File: config.mk
export PLATFORM = sky130hd
export DESIGN_NAME = uart_tx_fifo_flat
export DESIGN_NICKNAME = d
export VERILOG_FILES = /design/src/rtl/uart_tx_fifo_pkg.sv /design/src/rtl/uart_tx_fifo_if.sv /design/src/rtl/uart_tx_fifo_sync_fifo.sv /design/src/rtl/uart_tx_fifo.sv /design/src/flat_wrapper.sv
export SDC_FILE = /design/constraint.sdc
export NUM_CORES = 1
export LEC_CHECK = 0
export BUFFER_PORTS_ARGS = -buffer_cell sky130_fd_sc_hd__buf_4
export CORE_ASPECT_RATIO = 1.5
export CORE_MARGIN = 2
export CORE_UTILIZATION = 55
export DETAILED_ROUTE_END_ITERATION = 7
export HOLD_SLACK_MARGIN = 0.15
export PLACE_DENSITY = 0.71
export SETUP_SLACK_MARGIN = 0.2
export SYNTH_ARGS = -nofsm -noshare
export SYNTH_HDL_FRONTEND = slang
export SYNTH_SLANG_ARGS = --single-unit
File: constraint.sdc
create_clock -name clk -period 3.4 [get_ports clk]
set_input_delay 0.17 -clock clk [delete_from_list [all_inputs] [get_ports clk]]
set_output_delay 0.17 -clock clk [all_outputs]
set_load 0.01 [all_outputs]
File: src/rtl/uart_tx_fifo_pkg.sv
// Shared types, parity codes and frame-length helper for the UART transmitter.
// Optional break generation is enabled by defining UART_TX_BREAK_EN.
package uart_pkg;

`ifdef UART_TX_BREAK_EN
  typedef enum logic [1:0] {
    IDLE  = 2'd0,
    LOAD  = 2'd1,
    SHIFT = 2'd2,
    BREAK = 2'd3
  } uart_tx_state_t;
`else
  typedef enum logic [1:0] {
    IDLE  = 2'd0,
    LOAD  = 2'd1,
    SHIFT = 2'd2
  } uart_tx_state_t;
`endif

  localparam int unsigned PAR_NONE = 0;
  localparam int unsigned PAR_EVEN = 1;
  localparam int unsigned PAR_ODD  = 2;

  // Total bits on the line for one frame: start + data + parity + stop.
  function automatic int unsigned frame_bits(input int unsigned data_w,
                                             input int unsigned parity,
                                             input int unsigned stop_bits);
    return 32'd1 + data_w + ((parity != PAR_NONE) ? 32'd1 : 32'd0) + stop_bits;
  endfunction

endpackage

File: src/rtl/uart_tx_fifo_if.sv
// Host-side bus of the UART transmitter: push handshake, line and status.
// send_brk exists only when UART_TX_BREAK_EN is defined.
interface uart_tx_fifo_if #(
  parameter int unsigned DATA_W     = 8,
  parameter int unsigned FIFO_DEPTH = 4
);
  localparam int unsigned CNT_W = $clog2(FIFO_DEPTH) + 1;

  logic              trmt;
  logic [DATA_W-1:0] tx_data;
  logic              tx_rdy;
  logic              TX;
  logic              busy;
  logic              tx_done;
  logic [CNT_W-1:0]  fifo_cnt;
  logic              ovf;

`ifdef UART_TX_BREAK_EN
  logic              send_brk;

  modport master (output trmt, tx_data, send_brk,
                  input  tx_rdy, TX, busy, tx_done, fifo_cnt, ovf);
  modport slave  (input  trmt, tx_data, send_brk,
                  output tx_rdy, TX, busy, tx_done, fifo_cnt, ovf);
`else
  modport master (output trmt, tx_data,
                  input  tx_rdy, TX, busy, tx_done, fifo_cnt, ovf);
  modport slave  (input  trmt, tx_data,
                  output tx_rdy, TX, busy, tx_done, fifo_cnt, ovf);
`endif

endinterface

File: src/rtl/uart_tx_fifo_sync_fifo.sv
// Synchronous FIFO with registered pointers, count and flags.
// DEPTH must be a power of two so the pointers wrap naturally.
module sync_fifo #(
  parameter int unsigned WIDTH = 8,
  parameter int unsigned DEPTH = 4
) (
  input  logic                       clk,
  input  logic                       rst,
  input  logic                       push,
  input  logic                       pop,
  input  logic [WIDTH-1:0]           din,
  output logic [WIDTH-1:0]           dout,
  output logic                       full,
  output logic                       empty,
  output logic [$clog2(DEPTH):0]     cnt
);

  localparam int unsigned AW = $clog2(DEPTH);
  localparam int unsigned CW = AW + 1;

  logic [WIDTH-1:0] mem [DEPTH];
  logic [AW-1:0]    wr_ptr;
  logic [AW-1:0]    rd_ptr;
  logic [CW-1:0]    cnt_nxt;
  logic             do_push;
  logic             do_pop;

  assign do_push = push & ~full;
  assign do_pop  = pop & ~empty;
  assign dout    = mem[rd_ptr];

  // Next occupancy; simultaneous push and pop cancel out.
  always_comb begin
    cnt_nxt = cnt;
    case ({do_push, do_pop})
      2'b10:   cnt_nxt = cnt + CW'(1);
      2'b01:   cnt_nxt = cnt - CW'(1);
      default: cnt_nxt = cnt;
    endcase
  end

  // Pointers, count and flags.
  always_ff @(posedge clk or posedge rst) begin
    if (rst) begin
      wr_ptr <= '0;
      rd_ptr <= '0;
      cnt    <= '0;
      full   <= 1'b0;
      empty  <= 1'b1;
    end else begin
      if (do_push) wr_ptr <= wr_ptr + AW'(1);
      if (do_pop)  rd_ptr <= rd_ptr + AW'(1);
      cnt   <= cnt_nxt;
      full  <= (cnt_nxt == CW'(DEPTH));
      empty <= (cnt_nxt == '0);
    end
  end

  // Storage array, no reset needed.
  always_ff @(posedge clk) begin
    if (do_push) mem[wr_ptr] <= din;
  end

endmodule

File: src/rtl/uart_tx_fifo.sv
// Parametrised UART transmitter with a small transmit FIFO.
// Defining UART_TX_BREAK_EN adds a break generator driven by send_brk.
module uart_tx_fifo
  import uart_pkg::*;
#(
  parameter int unsigned CLK_DIV    = 2604,
  parameter int unsigned DATA_W     = 8,
  parameter int unsigned PARITY     = 0,
  parameter int unsigned STOP_BITS  = 1,
  parameter int unsigned FIFO_DEPTH = 4
) (
  input  logic          clk,
  input  logic          rst,
  uart_tx_fifo_if.slave bus
);

  localparam int unsigned FRAME_BITS = frame_bits(DATA_W, PARITY, STOP_BITS);
  localparam int unsigned BAUD_W     = $clog2(CLK_DIV);
`ifdef UART_TX_BREAK_EN
  localparam int unsigned BIT_MAX    = 2 * FRAME_BITS;
`else
  localparam int unsigned BIT_MAX    = FRAME_BITS;
`endif
  localparam int unsigned BIT_W      = $clog2(BIT_MAX + 1);
  localparam int unsigned CNT_W      = $clog2(FIFO_DEPTH) + 1;

  uart_tx_state_t        state, state_nxt;
  logic [BAUD_W-1:0]     baud_cnt, baud_nxt;
  logic [BIT_W-1:0]      bit_cnt, bit_nxt;
  logic [FRAME_BITS-1:0] shreg, shreg_nxt;
  logic [FRAME_BITS-1:0] frame;
  logic                  tx_q, tx_nxt;
  logic                  busy_q;
  logic                  done_q, done_set;
  logic                  ovf_q;
  logic                  baud_tc;
  logic                  more_data;
  logic                  fifo_push, fifo_pop, fifo_full, fifo_empty;
  logic [DATA_W-1:0]     fifo_dout;
  logic [CNT_W-1:0]      fifo_cnt;

  assign fifo_push = bus.trmt & ~fifo_full;
  // A word arriving this cycle is visible to the FSM so LOAD follows the push directly.
  assign more_data = ~fifo_empty | fifo_push;
  assign baud_tc   = (baud_cnt == BAUD_W'(CLK_DIV - 1));

  sync_fifo #(
    .WIDTH (DATA_W),
    .DEPTH (FIFO_DEPTH)
  ) u_fifo (
    .clk   (clk),
    .rst   (rst),
    .push  (fifo_push),
    .pop   (fifo_pop),
    .din   (bus.tx_data),
    .dout  (fifo_dout),
    .full  (fifo_full),
    .empty (fifo_empty),
    .cnt   (fifo_cnt)
  );

  // Assemble the line image of the head word, bit 0 goes out first.
  always_comb begin
    frame           = '1;
    frame[0]        = 1'b0;
    frame[DATA_W:1] = fifo_dout;
    if (PARITY == PAR_EVEN)     frame[DATA_W+1] = ^fifo_dout;
    else if (PARITY == PAR_ODD) frame[DATA_W+1] = ~^fifo_dout;
  end

  // Next-state, counters and shifter.
  always_comb begin
    state_nxt = state;
    baud_nxt  = baud_cnt;
    bit_nxt   = bit_cnt;
    shreg_nxt = shreg;
    fifo_pop  = 1'b0;
    done_set  = 1'b0;
    tx_nxt    = 1'b1;
    case (state)
      IDLE: begin
        if (more_data) state_nxt = LOAD;
`ifdef UART_TX_BREAK_EN
        if (bus.send_brk) begin
          state_nxt = BREAK;
          baud_nxt  = '0;
          bit_nxt   = '0;
        end
`endif
      end
      LOAD: begin
        fifo_pop  = 1'b1;
        shreg_nxt = frame;
        baud_nxt  = '0;
        bit_nxt   = '0;
        state_nxt = SHIFT;
      end
      SHIFT: begin
        if (baud_tc) begin
          baud_nxt  = '0;
          shreg_nxt = {1'b1, shreg[FRAME_BITS-1:1]};
          if (bit_cnt == BIT_W'(FRAME_BITS - 1)) begin
            bit_nxt = '0;
            if (more_data) begin
              state_nxt = LOAD;
            end else begin
              state_nxt = IDLE;
              done_set  = 1'b1;
            end
          end else begin
            bit_nxt = bit_cnt + BIT_W'(1);
          end
        end else begin
          baud_nxt = baud_cnt + BAUD_W'(1);
        end
      end
`ifdef UART_TX_BREAK_EN
      BREAK: begin
        if (baud_tc) begin
          baud_nxt = '0;
          if (bit_cnt != BIT_W'(BIT_MAX)) bit_nxt = bit_cnt + BIT_W'(1);
        end else begin
          baud_nxt = baud_cnt + BAUD_W'(1);
        end
        // Leave once the minimum break length completes and the request is gone.
        if (!bus.send_brk &&
            ((bit_cnt == BIT_W'(BIT_MAX)) ||
             (baud_tc && (bit_cnt == BIT_W'(BIT_MAX - 1))))) begin
          state_nxt = IDLE;
          baud_nxt  = '0;
          bit_nxt   = '0;
        end
      end
`endif
      default: state_nxt = IDLE;
    endcase

    if (state_nxt == SHIFT) tx_nxt = shreg_nxt[0];
`ifdef UART_TX_BREAK_EN
    else if (state_nxt == BREAK) tx_nxt = 1'b0;
`endif
  end

  // State, counters and registered outputs.
  always_ff @(posedge clk or posedge rst) begin
    if (rst) begin
      state    <= IDLE;
      baud_cnt <= '0;
      bit_cnt  <= '0;
      shreg    <= '0;
      tx_q     <= 1'b1;
      busy_q   <= 1'b0;
      done_q   <= 1'b0;
      ovf_q    <= 1'b0;
    end else begin
      state    <= state_nxt;
      baud_cnt <= baud_nxt;
      bit_cnt  <= bit_nxt;
      shreg    <= shreg_nxt;
      tx_q     <= tx_nxt;
      busy_q   <= (state_nxt != IDLE);
      if (state_nxt == LOAD) done_q <= 1'b0;
      else if (done_set)     done_q <= 1'b1;
      ovf_q    <= ovf_q | (bus.trmt & fifo_full);
    end
  end

  assign bus.TX       = tx_q;
  assign bus.busy     = busy_q;
  assign bus.tx_done  = done_q;
  assign bus.ovf      = ovf_q;
  assign bus.tx_rdy   = ~fifo_full;
  assign bus.fifo_cnt = fifo_cnt;

endmodule

File: src/flat_wrapper.sv
// flat-port wrapper written by rule: the top's interface ports become plain ports
module uart_tx_fifo_flat import uart_pkg::*;
#(
  parameter int unsigned CLK_DIV    = 2604,
  parameter int unsigned DATA_W     = 8,
  parameter int unsigned PARITY     = 0,
  parameter int unsigned STOP_BITS  = 1,
  parameter int unsigned FIFO_DEPTH = 4
)
  (clk, rst, bus_trmt, bus_tx_data, bus_tx_rdy, bus_TX, bus_busy, bus_tx_done, bus_fifo_cnt, bus_ovf);
  uart_tx_fifo_if #(.DATA_W(DATA_W), .FIFO_DEPTH(FIFO_DEPTH)) bus_i ();
  input  logic clk;
  input  logic rst;
  input wire logic [$bits(bus_i.trmt)-1:0] bus_trmt;
  input wire logic [$bits(bus_i.tx_data)-1:0] bus_tx_data;
  output wire logic [$bits(bus_i.tx_rdy)-1:0] bus_tx_rdy;
  output wire logic [$bits(bus_i.TX)-1:0] bus_TX;
  output wire logic [$bits(bus_i.busy)-1:0] bus_busy;
  output wire logic [$bits(bus_i.tx_done)-1:0] bus_tx_done;
  output wire logic [$bits(bus_i.fifo_cnt)-1:0] bus_fifo_cnt;
  output wire logic [$bits(bus_i.ovf)-1:0] bus_ovf;
  assign bus_i.trmt = bus_trmt;
  assign bus_i.tx_data = bus_tx_data;
  assign bus_tx_rdy = bus_i.tx_rdy;
  assign bus_TX = bus_i.TX;
  assign bus_busy = bus_i.busy;
  assign bus_tx_done = bus_i.tx_done;
  assign bus_fifo_cnt = bus_i.fifo_cnt;
  assign bus_ovf = bus_i.ovf;
  uart_tx_fifo #(.CLK_DIV(CLK_DIV), .DATA_W(DATA_W), .PARITY(PARITY), .STOP_BITS(STOP_BITS), .FIFO_DEPTH(FIFO_DEPTH)) u_core (.clk(clk), .rst(rst), .bus(bus_i));
endmodule
==> flow_summary_export.csv <==
group,metric,value,unit
placement,post_dp_cell_area,0.003492,mm2
power_and_ir_drop,clkPwrFrac,0.311,
clocking,cts.sinks,73,
run,maxCapViolCount,0,
clocking,cts_tree,"built",
worst_setup_path,r2r_setup_slack,0.79,ns
route,firstDrtPassIters,4,
timing,hold_viol,0,
synth,netlist_instances,256,
timing,layout_min_cycle_time,2.613,ns
worst_setup_path,cp-end-kind,"register",
route,dr.first_iter.drc_count,160,
clocking,clk_path_buf_depth,2,
layout,antenna_cells,0,
route,wl,5627,um
power_and_ir_drop,p_comb_frac,0.145,
synth,syn_nets,280,
timing,finalSetupTns,0,ns
route,drc,0,
clocking,clkLatencyLatePin,0.34,ns
timing,rsz0062_at_grt,"no",
worst_setup_path,crit_chain,"inv_1 > ha_1 > nor2b_1 > ha_1 > inv_1 > fa_1 > xor2_1 > nor2_1 > xor2_1 > nor2b_1",
global_routing,grt_usage,0.1955,
placement,pre_cts_slack,0.7379,ns
worst_setup_path,cp_slowest_cell,"dfrtp_1",
run_status,status,"complete, no violations",
global_routing,grt_overflow,0,
clocking,clk_pin_slew,0.09,ns
synth,ys_ff_latch,73,
placement,port-buffer-count,18,
timing,max_freq,382.7,MHz
timing,period_share,0.7685,
layout,nFillCells,462,
power_and_ir_drop,p_leak,1.548,nW
floorplan,ioPinCount,19,
floorplan,dieArea,0.006595,mm2
clocking,cts_buffers,9,
synth,syn_area,0.003272,mm2
worst_setup_path,crit_path_start,"u_core.state[1]$_DFF_PP0_",
layout,fin_cells,367,
global_routing,antenna_found_initial,0,
clocking,postCtsSetupBuffers,0,
placement,place_congestion,0.7823,
power_and_ir_drop,power_density,530.1,mW/mm2
layout,area_delta_synth_final,15.37,%
worst_setup_path,path_class,"register to register",
timing,setup_viol,0,
worst_setup_path,cp.arrival,2.89,ns
timing,setup_ws,0.7870,ns
power_and_ir_drop,switching_power,0.0005499,W
route,wl_per_cell,15.33,um
synth,postSynthAreaPerCell,12.78,um2
timing,fin_skew,0.01491,ns
layout,drive_above_1_share,0.1831,
floorplan,die_w,66.98,um
worst_setup_path,start_kind,"register",
global_routing,grt_pass1_vias,2074,
floorplan,die_h,98.47,um
timing,worst_pin_slew,0.8585,ns
synth,ys_seq_area_frac,0.6080,
floorplan,start_util,0.5655,
power_and_ir_drop,seqPwrFrac,0.545,
timing,relSlewSlack,0.4229,
layout,multiInputGateArea,0.001187,mm2
worst_setup_path,r2r-start,"u_core.state[1]$_DFF_PP0_",
floorplan,rows,34,
worst_setup_path,crit_fanout,11,
synth,ys_warn_count,0,
layout,seq_area,0.001989,mm2
worst_setup_path,max_stage_delay,0.43,ns
worst_hold_path,hold_class,"register to register",
worst_hold_path,hp-start,"u_core.bus.ovf$_DFF_PP0_",
worst_setup_path,required,3.68,ns
timing,slew_viol_final,0,
placement,dp.cells,341,
floorplan,core,0.005786,mm2
route,ant_nets,0,
layout,final_area,0.003775,mm2
synth,async_flop_share,0.5616,
synth,synth_edf_count,32,
clocking,htreeDepth,3,
power_and_ir_drop,irDropWorstVdd,0.0004800,V
placement,hpwlAfterDp,3838,um
route,via_count,2036,
timing,whs,0.4669,ns
synth,ys_types,45,
clocking,post_cts_resized,0,
synth,synth_ff_type,"dfrtp_1",
power_and_ir_drop,power.share.switching,0.2748,
clocking,cts_hold_buf,10,
route,via_per_inst,5.548,
global_routing,grt_pass1_wl,9597,um
power_and_ir_drop,p_int,0.001451,W
clocking,clockRootBuffer,"clkbuf_8",
global_routing,grt_max_degree,42,
layout,fin_nets,314,
-- metrics by stage --
stage | util | total power, W
global route | 0.6525 | 0.002114
global placement | 0.6036 | 0.001380
finish | 0.6525 | 0.002001
floorplan | - | 0.001282
CTS | 0.6525 | 0.002025
detailed placement | 0.6036 | 0.001397
-- per-layer routing --
layer | vias up | routed length (um) | share of wire | track usage
met2 | 29 | 3045 | 0.54 | 0.3354
met5 | - | 0 | 0 | 0
li1 | 988 | - | - | -
met3 | 6 | 138 | 0.025 | 0.04452
met4 | 0 | 76 | 0.014 | 0.07535
met1 | 1013 | 2366 | 0.42 | 0.2357
-- critical path: cells and delay by family, from the launching register on --
kind	cells	cell delay [ns]
XOR/XNOR	2	0.35
adder cells (fa/ha/maj)	3	1.01
buffers and inverters	2	0.15
flip-flops	1	0.43
AND/OR/NAND/NOR	3	0.60
-- cell usage after synthesis (2+ instances only) --
cell | count | area share
nor2b_1 | 5 | 0.0096
a21oi_1 | 4 | 0.0061
a221oi_1 | 5 | 0.013
nor3_1 | 7 | 0.011
and2_1 | 5 | 0.0096
a31oi_1 | 2 | 0.0038
o31ai_1 | 3 | 0.0069
xnor2_1 | 8 | 0.021
a21boi_0 | 2 | 0.0046
edfxtp_1 | 32 | 0.29
a21o_1 | 2 | 0.0046
o21ai_0 | 10 | 0.015
dfrtp_1 | 39 | 0.30
dfstp_2 | 2 | 0.016
o22ai_1 | 2 | 0.0038
nor2_1 | 29 | 0.033
inv_1 | 16 | 0.018
nand3b_1 | 3 | 0.0069
and3_1 | 4 | 0.0076
xor2_1 | 5 | 0.013
mux4_2 | 8 | 0.055
a22oi_1 | 3 | 0.0069
clkbuf_1 | 8 | 0.0092
nand3_1 | 5 | 0.0076
nand2_1 | 16 | 0.018
ha_1 | 12 | 0.046
-- registers in the layout, indices dropped and copies added (netlist names), 2 cells and up --
register / cells
u_core.u_fifo.cnt: 3
u_core.baud_cnt: 12
u_core.state: 2
u_core.bit_cnt: 4
u_core.u_fifo.mem: 32
u_core.u_fifo.rd_ptr: 2
u_core.shreg: 10
u_core.u_fifo.wr_ptr: 2
-- worst paths after layout --
path                                                        to  cells after the start
worst min-delay path                  u_core.bus.ovf$_DFF_PP0_                      1
worst min register to register        u_core.bus.ovf$_DFF_PP0_                      1
max in group asynchronous        u_core.u_fifo.empty$_DFF_PP1_                      4
worst max-delay path              u_core.u_fifo.full$_DFF_PP0_                     10
worst max register to register    u_core.u_fifo.full$_DFF_PP0_                     10
min in group asynchronous       u_core.u_fifo.cnt[2]$_DFF_PP0_                      4
-- cell families after synthesis --
family,after synthesis,synth area share
AND/OR/NAND/NOR,81,0.1250
flip-flops,73,0.6080
AO/OA/AOI/OAI,40,0.08489
buffers and inverters,25,0.02906
XOR/XNOR,13,0.03480
adder cells (fa/ha/maj),13,0.05201
multiplexers,11,0.06615
-- final cells by class --
type | instances | share of cell area
Clock buffer | 9 | 0.03281
Clock inverter | 7 | 0.01558
Inverter | 16 | 0.01591
Multi-Input combinational cell | 158 | 0.3146
Sequential cell | 73 | 0.5270
Tap cell | 72 | 0.02386
Timing Repair Buffer | 32 | 0.07027
-- placed cells by master, fill, tap and decap left out, types with 7 or more instances in the layout --
master / n
xnor2_1: 8
dfrtp_1: 39
nor3_1: 7
clkbuf_8: 9
mux4_2: 8
edfxtp_1: 32
nand2_1: 16
inv_1: 16
o21ai_0: 10
dlygate4sd3_1: 10
ha_1: 12
buf_4: 22
nor2_1: 29
-- power by group through the flow --
stage	logic, W	registers [W]	clock network [W]
after detailed placement	0.000288	0.00111	0
after global routing	0.000335	0.00110	0.000676
after CTS	0.000296	0.00109	0.000636
after global placement	0.000275	0.00111	0
after floorplan	0.000179	0.00110	0
final	0.000290	0.00109	0.000621
Note: power is estimated with default switching activity, not from simulation.
